===== config.mk =====
export PLATFORM = sky130hd
export DESIGN_NAME = multicycle_ctrl
export DESIGN_NICKNAME = d
export VERILOG_FILES = /design/src/rtl/ctrl_pkg.sv /design/src/rtl/cond_logic.sv /design/src/rtl/multicycle_ctrl.sv
export SDC_FILE = /design/constraint.sdc
export NUM_CORES = 1
export LEC_CHECK = 0
export ABC_AREA = 1
export CORE_UTILIZATION = 37
export CTS_CLUSTER_DIAMETER = 200
export DETAILED_ROUTE_END_ITERATION = 8
export HOLD_SLACK_MARGIN = 0.06
export PLACE_DENSITY = 0.81
export SETUP_SLACK_MARGIN = 0.4
export SLEW_MARGIN = 20
export SYNTH_ARGS = -nofsm -noshare
export SYNTH_HDL_FRONTEND = slang
export SYNTH_HIERARCHICAL = 1
export SYNTH_SLANG_ARGS = --single-unit

===== constraint.sdc =====
create_clock -name clk -period 1.84 [get_ports clk]
set_clock_uncertainty 0.05 [all_clocks]
set_input_delay 0.46 -clock clk [delete_from_list [all_inputs] [get_ports clk]]
set_output_delay 0.46 -clock clk [all_outputs]
set_load 0.01 [all_outputs]

===== src/rtl/ctrl_pkg.sv =====
`default_nettype none
// ============================================================================
// Module      : ctrl_pkg
// Description : Shared types and encodings for the multicycle ARM-subset
//               controller: FSM state enum, datapath select encodings,
//               ALU command codes and condition-field codes.
// Revision    : 1.0 - initial release
// ============================================================================
package ctrl_pkg;

  // Controller sequencing states
  typedef enum logic [3:0] {
    FETCH  = 4'd0,
    DECODE = 4'd1,
    MEMADR = 4'd2,
    MEMRD  = 4'd3,
    MEMWB  = 4'd4,
    MEMWR  = 4'd5,
    EXECR  = 4'd6,
    EXECI  = 4'd7,
    ALUWB  = 4'd8,
    BRANCH = 4'd9
  } state_t;

  // ALUControl encodings
  localparam logic [1:0] c_alu_add = 2'b00;
  localparam logic [1:0] c_alu_sub = 2'b01;
  localparam logic [1:0] c_alu_and = 2'b10;
  localparam logic [1:0] c_alu_orr = 2'b11;

  // ResultSrc encodings
  localparam logic [1:0] c_res_aluout    = 2'b00;
  localparam logic [1:0] c_res_data      = 2'b01;
  localparam logic [1:0] c_res_aluresult = 2'b10;

  // ALUSrcB encodings
  localparam logic [1:0] c_srcb_rd2  = 2'b00;
  localparam logic [1:0] c_srcb_imm  = 2'b01;
  localparam logic [1:0] c_srcb_four = 2'b10;

  // Data-processing cmd field values
  localparam logic [3:0] c_cmd_and = 4'b0000;
  localparam logic [3:0] c_cmd_sub = 4'b0010;
  localparam logic [3:0] c_cmd_add = 4'b0100;
  localparam logic [3:0] c_cmd_cmp = 4'b1010;
  localparam logic [3:0] c_cmd_orr = 4'b1100;

  // Condition-field codes
  localparam logic [3:0] c_cond_eq = 4'b0000;
  localparam logic [3:0] c_cond_ne = 4'b0001;
  localparam logic [3:0] c_cond_cs = 4'b0010;
  localparam logic [3:0] c_cond_cc = 4'b0011;
  localparam logic [3:0] c_cond_mi = 4'b0100;
  localparam logic [3:0] c_cond_pl = 4'b0101;
  localparam logic [3:0] c_cond_vs = 4'b0110;
  localparam logic [3:0] c_cond_vc = 4'b0111;
  localparam logic [3:0] c_cond_hi = 4'b1000;
  localparam logic [3:0] c_cond_ls = 4'b1001;
  localparam logic [3:0] c_cond_ge = 4'b1010;
  localparam logic [3:0] c_cond_lt = 4'b1011;
  localparam logic [3:0] c_cond_gt = 4'b1100;
  localparam logic [3:0] c_cond_le = 4'b1101;
  localparam logic [3:0] c_cond_al = 4'b1110;
  localparam logic [3:0] c_cond_nv = 4'b1111;

endpackage : ctrl_pkg
`default_nettype wire


===== src/rtl/cond_logic.sv =====
`default_nettype none
// ============================================================================
// Module      : cond_logic
// Description : NZCV flag register plus condition-field evaluation. Flag
//               writes are gated by the instruction's own condition, so a
//               failed predicate leaves the flags untouched.
// Revision    : 1.0 - initial release
// ============================================================================
module cond_logic
  import ctrl_pkg::*;
(
  input  logic       clk,
  input  logic       rst_n,
  input  logic [3:0] cond,
  input  logic [3:0] aluflags,
  input  logic       flag_en,
  input  logic [1:0] flagw,
  output logic       condex,
  output logic [3:0] flags
);

  logic [3:0] r_flags;
  logic       w_n, w_z, w_c, w_v;

  assign {w_n, w_z, w_c, w_v} = r_flags;
  assign flags = r_flags;

  // Condition evaluation against the registered flags
  always_comb begin
    condex = 1'b0;
    case (cond)
      c_cond_eq: condex = w_z;
      c_cond_ne: condex = ~w_z;
      c_cond_cs: condex = w_c;
      c_cond_cc: condex = ~w_c;
      c_cond_mi: condex = w_n;
      c_cond_pl: condex = ~w_n;
      c_cond_vs: condex = w_v;
      c_cond_vc: condex = ~w_v;
      c_cond_hi: condex = w_c & ~w_z;
      c_cond_ls: condex = ~w_c | w_z;
      c_cond_ge: condex = (w_n == w_v);
      c_cond_lt: condex = (w_n != w_v);
      c_cond_gt: condex = ~w_z & (w_n == w_v);
      c_cond_le: condex = w_z | (w_n != w_v);
      c_cond_al: condex = 1'b1;
      default:   condex = 1'b0;
    endcase
  end

  // Flag register: NZ and CV halves update independently at the end of execute
  always_ff @(posedge clk) begin
    if (!rst_n) begin
      r_flags <= 4'b0000;
    end else if (flag_en) begin
      if (flagw[1] & condex) r_flags[3:2] <= aluflags[3:2];
      if (flagw[0] & condex) r_flags[1:0] <= aluflags[1:0];
    end
  end

endmodule : cond_logic
`default_nettype wire


===== src/rtl/multicycle_ctrl.sv =====
`default_nettype none
// ============================================================================
// Module      : multicycle_ctrl
// Description : Multicycle ARM-subset controller. Sequences fetch, decode,
//               execute, memory and writeback over a shared ALU and unified
//               memory; drives all datapath selects and write enables.
//               Optional retired-instruction counter: CTRL_INSTR_CNT_EN.
// Revision    : 1.0 - initial release
// ============================================================================
module multicycle_ctrl
  import ctrl_pkg::*;
#(
  parameter int CNT_W = 32
) (
  input  logic             clk,
  input  logic             rst_n,
  input  logic [3:0]       Cond,
  input  logic [1:0]       Op,
  input  logic [5:0]       Funct,
  input  logic [3:0]       Rd,
  input  logic [3:0]       ALUFlags,
  output logic             PCWrite,
  output logic             MemWrite,
  output logic             RegWrite,
  output logic             IRWrite,
  output logic             AdrSrc,
  output logic             ALUSrcA,
  output logic [1:0]       ALUSrcB,
  output logic [1:0]       ResultSrc,
  output logic [1:0]       ImmSrc,
  output logic [1:0]       RegSrc,
  output logic [1:0]       ALUControl,
  output logic [CNT_W-1:0] InstrCount
);

  state_t     r_state;
  state_t     w_state_next;
  logic [3:0] w_cmd;
  logic       w_s;
  logic [1:0] w_alu_op;
  logic       w_cmd_wr_reg;
  logic [1:0] w_flagw_dec;
  logic       w_exec;
  logic       w_condex;
  logic [3:0] w_flags;
  logic       w_pcwrite, w_memwrite, w_regwrite, w_irwrite;

  assign w_cmd  = Funct[4:1];
  assign w_s    = Funct[0];
  assign w_exec = (r_state == EXECR) || (r_state == EXECI);

  // State register; reset abandons any in-flight instruction
  always_ff @(posedge clk) begin
    if (!rst_n) r_state <= FETCH;
    else        r_state <= w_state_next;
  end

  // Next-state sequencing
  always_comb begin
    w_state_next = FETCH;
    case (r_state)
      FETCH:  w_state_next = DECODE;
      DECODE: begin
        case (Op)
          2'b00:   w_state_next = Funct[5] ? EXECI : EXECR;
          2'b01:   w_state_next = MEMADR;
          2'b10:   w_state_next = BRANCH;
          default: w_state_next = FETCH;
        endcase
      end
      MEMADR: w_state_next = Funct[0] ? MEMRD : MEMWR;
      MEMRD:  w_state_next = MEMWB;
      MEMWB:  w_state_next = FETCH;
      MEMWR:  w_state_next = FETCH;
      EXECR:  w_state_next = ALUWB;
      EXECI:  w_state_next = ALUWB;
      ALUWB:  w_state_next = FETCH;
      BRANCH: w_state_next = FETCH;
      default: w_state_next = FETCH;
    endcase
  end

  // ALU command decode; unknown commands fall back to ADD with no side effects
  always_comb begin
    w_alu_op     = c_alu_add;
    w_cmd_wr_reg = 1'b0;
    w_flagw_dec  = 2'b00;
    case (w_cmd)
      c_cmd_add: begin w_alu_op = c_alu_add; w_cmd_wr_reg = 1'b1; w_flagw_dec = {w_s, w_s};  end
      c_cmd_sub: begin w_alu_op = c_alu_sub; w_cmd_wr_reg = 1'b1; w_flagw_dec = {w_s, w_s};  end
      c_cmd_and: begin w_alu_op = c_alu_and; w_cmd_wr_reg = 1'b1; w_flagw_dec = {w_s, 1'b0}; end
      c_cmd_orr: begin w_alu_op = c_alu_orr; w_cmd_wr_reg = 1'b1; w_flagw_dec = {w_s, 1'b0}; end
      c_cmd_cmp: begin w_alu_op = c_alu_sub; w_cmd_wr_reg = 1'b0; w_flagw_dec = {w_s, w_s};  end
      default:   begin w_alu_op = c_alu_add; w_cmd_wr_reg = 1'b0; w_flagw_dec = 2'b00;       end
    endcase
  end

  cond_logic u_cond_logic (
    .clk      (clk),
    .rst_n    (rst_n),
    .cond     (Cond),
    .aluflags (ALUFlags),
    .flag_en  (w_exec),
    .flagw    (w_exec ? w_flagw_dec : 2'b00),
    .condex   (w_condex),
    .flags    (w_flags)
  );

  // Per-state datapath controls and predicated write enables
  always_comb begin
    w_pcwrite  = 1'b0;
    w_memwrite = 1'b0;
    w_regwrite = 1'b0;
    w_irwrite  = 1'b0;
    AdrSrc     = 1'b0;
    ALUSrcA    = 1'b0;
    ALUSrcB    = c_srcb_rd2;
    ResultSrc  = c_res_aluout;
    ALUControl = c_alu_add;
    case (r_state)
      FETCH: begin
        w_irwrite = 1'b1;
        w_pcwrite = 1'b1;
        ALUSrcA   = 1'b1;
        ALUSrcB   = c_srcb_four;
        ResultSrc = c_res_aluresult;
      end
      DECODE: begin
        ALUSrcA   = 1'b1;
        ALUSrcB   = c_srcb_four;
        ResultSrc = c_res_aluresult;
      end
      MEMADR: ALUSrcB = c_srcb_imm;
      MEMRD:  AdrSrc  = 1'b1;
      MEMWB: begin
        ResultSrc  = c_res_data;
        w_regwrite = w_condex;
        w_pcwrite  = w_condex & (Rd == 4'b1111);
      end
      MEMWR: begin
        AdrSrc     = 1'b1;
        w_memwrite = w_condex;
      end
      EXECR: begin
        ALUSrcB    = c_srcb_rd2;
        ALUControl = w_alu_op;
      end
      EXECI: begin
        ALUSrcB    = c_srcb_imm;
        ALUControl = w_alu_op;
      end
      ALUWB: begin
        ResultSrc  = c_res_aluout;
        w_regwrite = w_condex & w_cmd_wr_reg;
        w_pcwrite  = w_condex & (Rd == 4'b1111);
      end
      BRANCH: begin
        ALUSrcB   = c_srcb_imm;
        ResultSrc = c_res_aluresult;
        w_pcwrite = w_condex;
      end
      default: ;
    endcase
  end

  // Reset masks every write enable so nothing partial escapes
  assign PCWrite  = w_pcwrite  & rst_n;
  assign MemWrite = w_memwrite & rst_n;
  assign RegWrite = w_regwrite & rst_n;
  assign IRWrite  = w_irwrite  & rst_n;

  assign ImmSrc = Op;
  assign RegSrc = {(Op == 2'b01), (Op == 2'b10)};

`ifdef CTRL_INSTR_CNT_EN
  logic [CNT_W-1:0] r_instr_count;

  // Count every return to FETCH, including condition-failed instructions
  always_ff @(posedge clk) begin
    if (!rst_n)                     r_instr_count <= '0;
    else if (w_state_next == FETCH) r_instr_count <= r_instr_count + CNT_W'(1);
  end

  assign InstrCount = r_instr_count;
`else
  assign InstrCount = '0;
`endif

endmodule : multicycle_ctrl
`default_nettype wire


==> flow_summary.yaml <==
outcome:
  outcome: "complete, but fails checks"
  violations: "DRC, setup timing"
clock_tree:
  cts_max_level: 1
  cts_hold_buf: 0
  cts_tree: "done"
  clkTransAtPathRegs_ps: 50
  root_buffer: "clkbuf_4"
  clk_latency_ps: 250
  clock_path_buffers: 2
  numCtsBuffers: 3
  clkSinkCount: 8
place:
  place_congestion: 0.853
  port_buffers: 37
  dpl.hpwl_um: 2110
  postPlaceCellArea_mm2: 0.00160
timing:
  setup_violations: 6
  final_hold_viol_count: 0
  fmax_mhz: 488
  min_period_ps: 2050
  worst_slack_ps: -211
  final-max-slew-violation-count: 0
  fin_crit_sh_pct: 111
  rsz0062_at_grt: "true"
yosys:
  async_reset_ff_share_pct: 0
  synth_area_leaders: "buf_4 (23%), nand2_1 (16%), dfxtp_1 (14%), inv_1 (8.7%), nor2_1 (7.3%)"
  synth_top_area_share_pct: 22.7
  synth_top_cell_by_area: "buf_4"
  ys_ff_latch: 8
  synth_ff_type: "dfxtp_1"
  synth_edf_count: 0
  synthesis.area_mm2: 0.00112
  synth_cells: 195
  yosysSeqAreaShare_pct: 14.3
  yosysWarnings: 6
  avgSynthCellArea_um2: 5.76
  ys_types: 24
worst_setup_path:
  r2r-start: "r_state[2]"
  crit_type: "register to output port"
  r2r_cells: 14
  arrival_ps: 1540
  crit_required_ps: 1330
  critPathLaunchType: "register"
  worstSetupEndpointType: "output port"
  path_max_fanout: 3
  reg2reg_to: "u_cond_logic/flags[1]"
  reg2reg_slack_ps: 210
cells_and_area:
  seqCellArea_um2: 178
  num_antenna_cells: 0
  final_area_mm2: 0.00185
  nets: 294
  area_growth_pct: 65.0
  drive_gt1_share_pct: 50.0
  multiInputGateArea_um2: 866
  num-fill-cells: 213
floorplanning:
  fp.dieW_um: 57.1
  coreArea_mm2: 0.00281
  core.rowCount: 19
  initial_core_util_pct: 40.1
  fp.dieH_um: 57.1
  ios: 70
  dieArea_mm2: 0.00326
min_path:
  worstHoldStart: "r_state[0]"
  min_to: "r_state[0]"
  hold_path_class: "register to register"
  min_path_cells: 1
drt:
  drtPass1Iterations: 6
  vias: 1361
  wirelength_um: 3150
  first_iter_violations: 51
  vias_per_cell: 4.52
  drc: 2
  wl_per_cell_um: 10.5
  final_antenna_net_count: 0
pwr:
  leakagePower_nw: 0.991
  power.total_w: 0.000693
  peakVddDrop_uv: 182
  pwr_density_cell_mw_per_mm2: 374
grt:
  track_usage_pct: 18.8
  grt_pass1_wl_um: 4880
  first_global_vias: 1184
  grt-ovfl-total: 0
  antenna_found_initial: 0
  grt_max_degree: 9
run:
  drv_cap: 0
flip-flops by register name (all words and copies together) (netlist names):
signal / cells
r_state: 4
u_cond_logic/flags: 4
repair_timing:
item                                    4_1_cts  5_1_grt
pin swaps                                    21       18
gates resized for setup                     146       27
endpoints found under the setup margin       20       18
hold endpoints to repair                      0        0
gates cloned                                  0        0
buffers inserted                             13        4
area by class of cell:
class | instances | area share (%)
inverter | 30 | 6.61
tap | 31 | 2.09
clock buffer | 3 | 1.21
multi-input combinational | 153 | 46.7
timing repair buffer | 76 | 33.8
sequential | 8 | 9.58
cell usage in the layout, fill, tap and decap left out, types with 2 or more instances in the layout:
cell type and count:
nor2_2 7, dfxtp_2 5, nand3b_1 3, dfxtp_4 3, inv_2 12, a21oi_1 8
clkbuf_4 3, nor2_1 13, dlygate4sd2_1 2, nand2_2 13, inv_1 15, nor2_4 6
buf_4 32, nand4_1 2, nand2_4 4, inv_4 2, buf_2 15, buf_6 14
nand3_1 8, conb_1 32, nand2_1 38, clkdlybuf4s50_1 10, nand3_2 6, a21oi_2 4
nor3_4 2
how the worst max path moves through the flow:
stage / to / slack (ps) / from / cells past startpoint
after floorplan: PCWrite / 100 / Cond[3] / 11
after global placement: PCWrite / -1110 / Cond[3] / 14
after detailed placement: PCWrite / -1130 / Cond[3] / 14
after CTS: PCWrite / -230 / u_cond_logic/flags[3] / 14
after global routing: PCWrite / -310 / u_cond_logic/flags[0] / 14
final: PCWrite / -210 / u_cond_logic/flags[0] / 14
synth_stat cells (all sizes together) (2+ instances only):
| cell type | number |
|---|---|
| nand2 | 56 |
| buf | 35 |
| inv | 29 |
| nor2 | 26 |
| nand3 | 14 |
| a21oi | 13 |
| dfxtp | 8 |
| nand3b | 3 |
| nor3 | 3 |
| nand4 | 2 |
routing by layer:
metal,GRT usage (%),up-vias,share of wire (%)
li1,-,686,-
met1,22.9,619,42
met2,34.1,50,53
met3,1.81,6,4.4
met4,6.97,0,1.1
met5,0,-,0
where the power goes:
group | leakage [nW] | internal, W | total [W] | switching (W)
Combinational | 0.908 | 0.000176 | 0.000374 | 0.000198
Clock | 0.0138 | 0.0000745 | 0.000132 | 0.0000576
Sequential | 0.0695 | 0.000178 | 0.000187 | 0.00000925
through the flow:
stage	setup slack (ps)	instances	hold WS (ps)	utilization [%]	TNS (ps)
3_3_place_gp	-1110	281	461	57.0	-7430
4_1_cts	-227	297	430	62.0	-638
6_report	-211	301	438	66.1	-692
3_5_place_dp	-1130	281	454	57.0	-7680
2_1_floorplan	97.0	226	424	-	0
5_1_grt	-310	301	458	66.1	-1310
critical path: stages, from the launching register on:
cell and delay, ps:
dfxtp_2 350, inv_2 50, nand2_2 70, nand2_2 70, nand2_2 80, nand2_1 50
nand2_1 50, nand2_1 60, nor2_2 90, nand2_2 90, nand2_4 90, inv_2 40
nand2_2 50, nand2_2 40, buf_6 110
logic make-up after synthesis:
| logic type | Yosys count | share of synthesized area, % |
|---|---|---|
| and+or+nand+nor | 105 | 42.4 |
| buffers and inverters | 65 | 33.7 |
| AOI/OAI and AO/OA | 16 | 9.24 |
| DFF | 8 | 14.3 |
| other | 1 | 0.334 |
No activity file was read; power rests on OpenSTA's default activity.
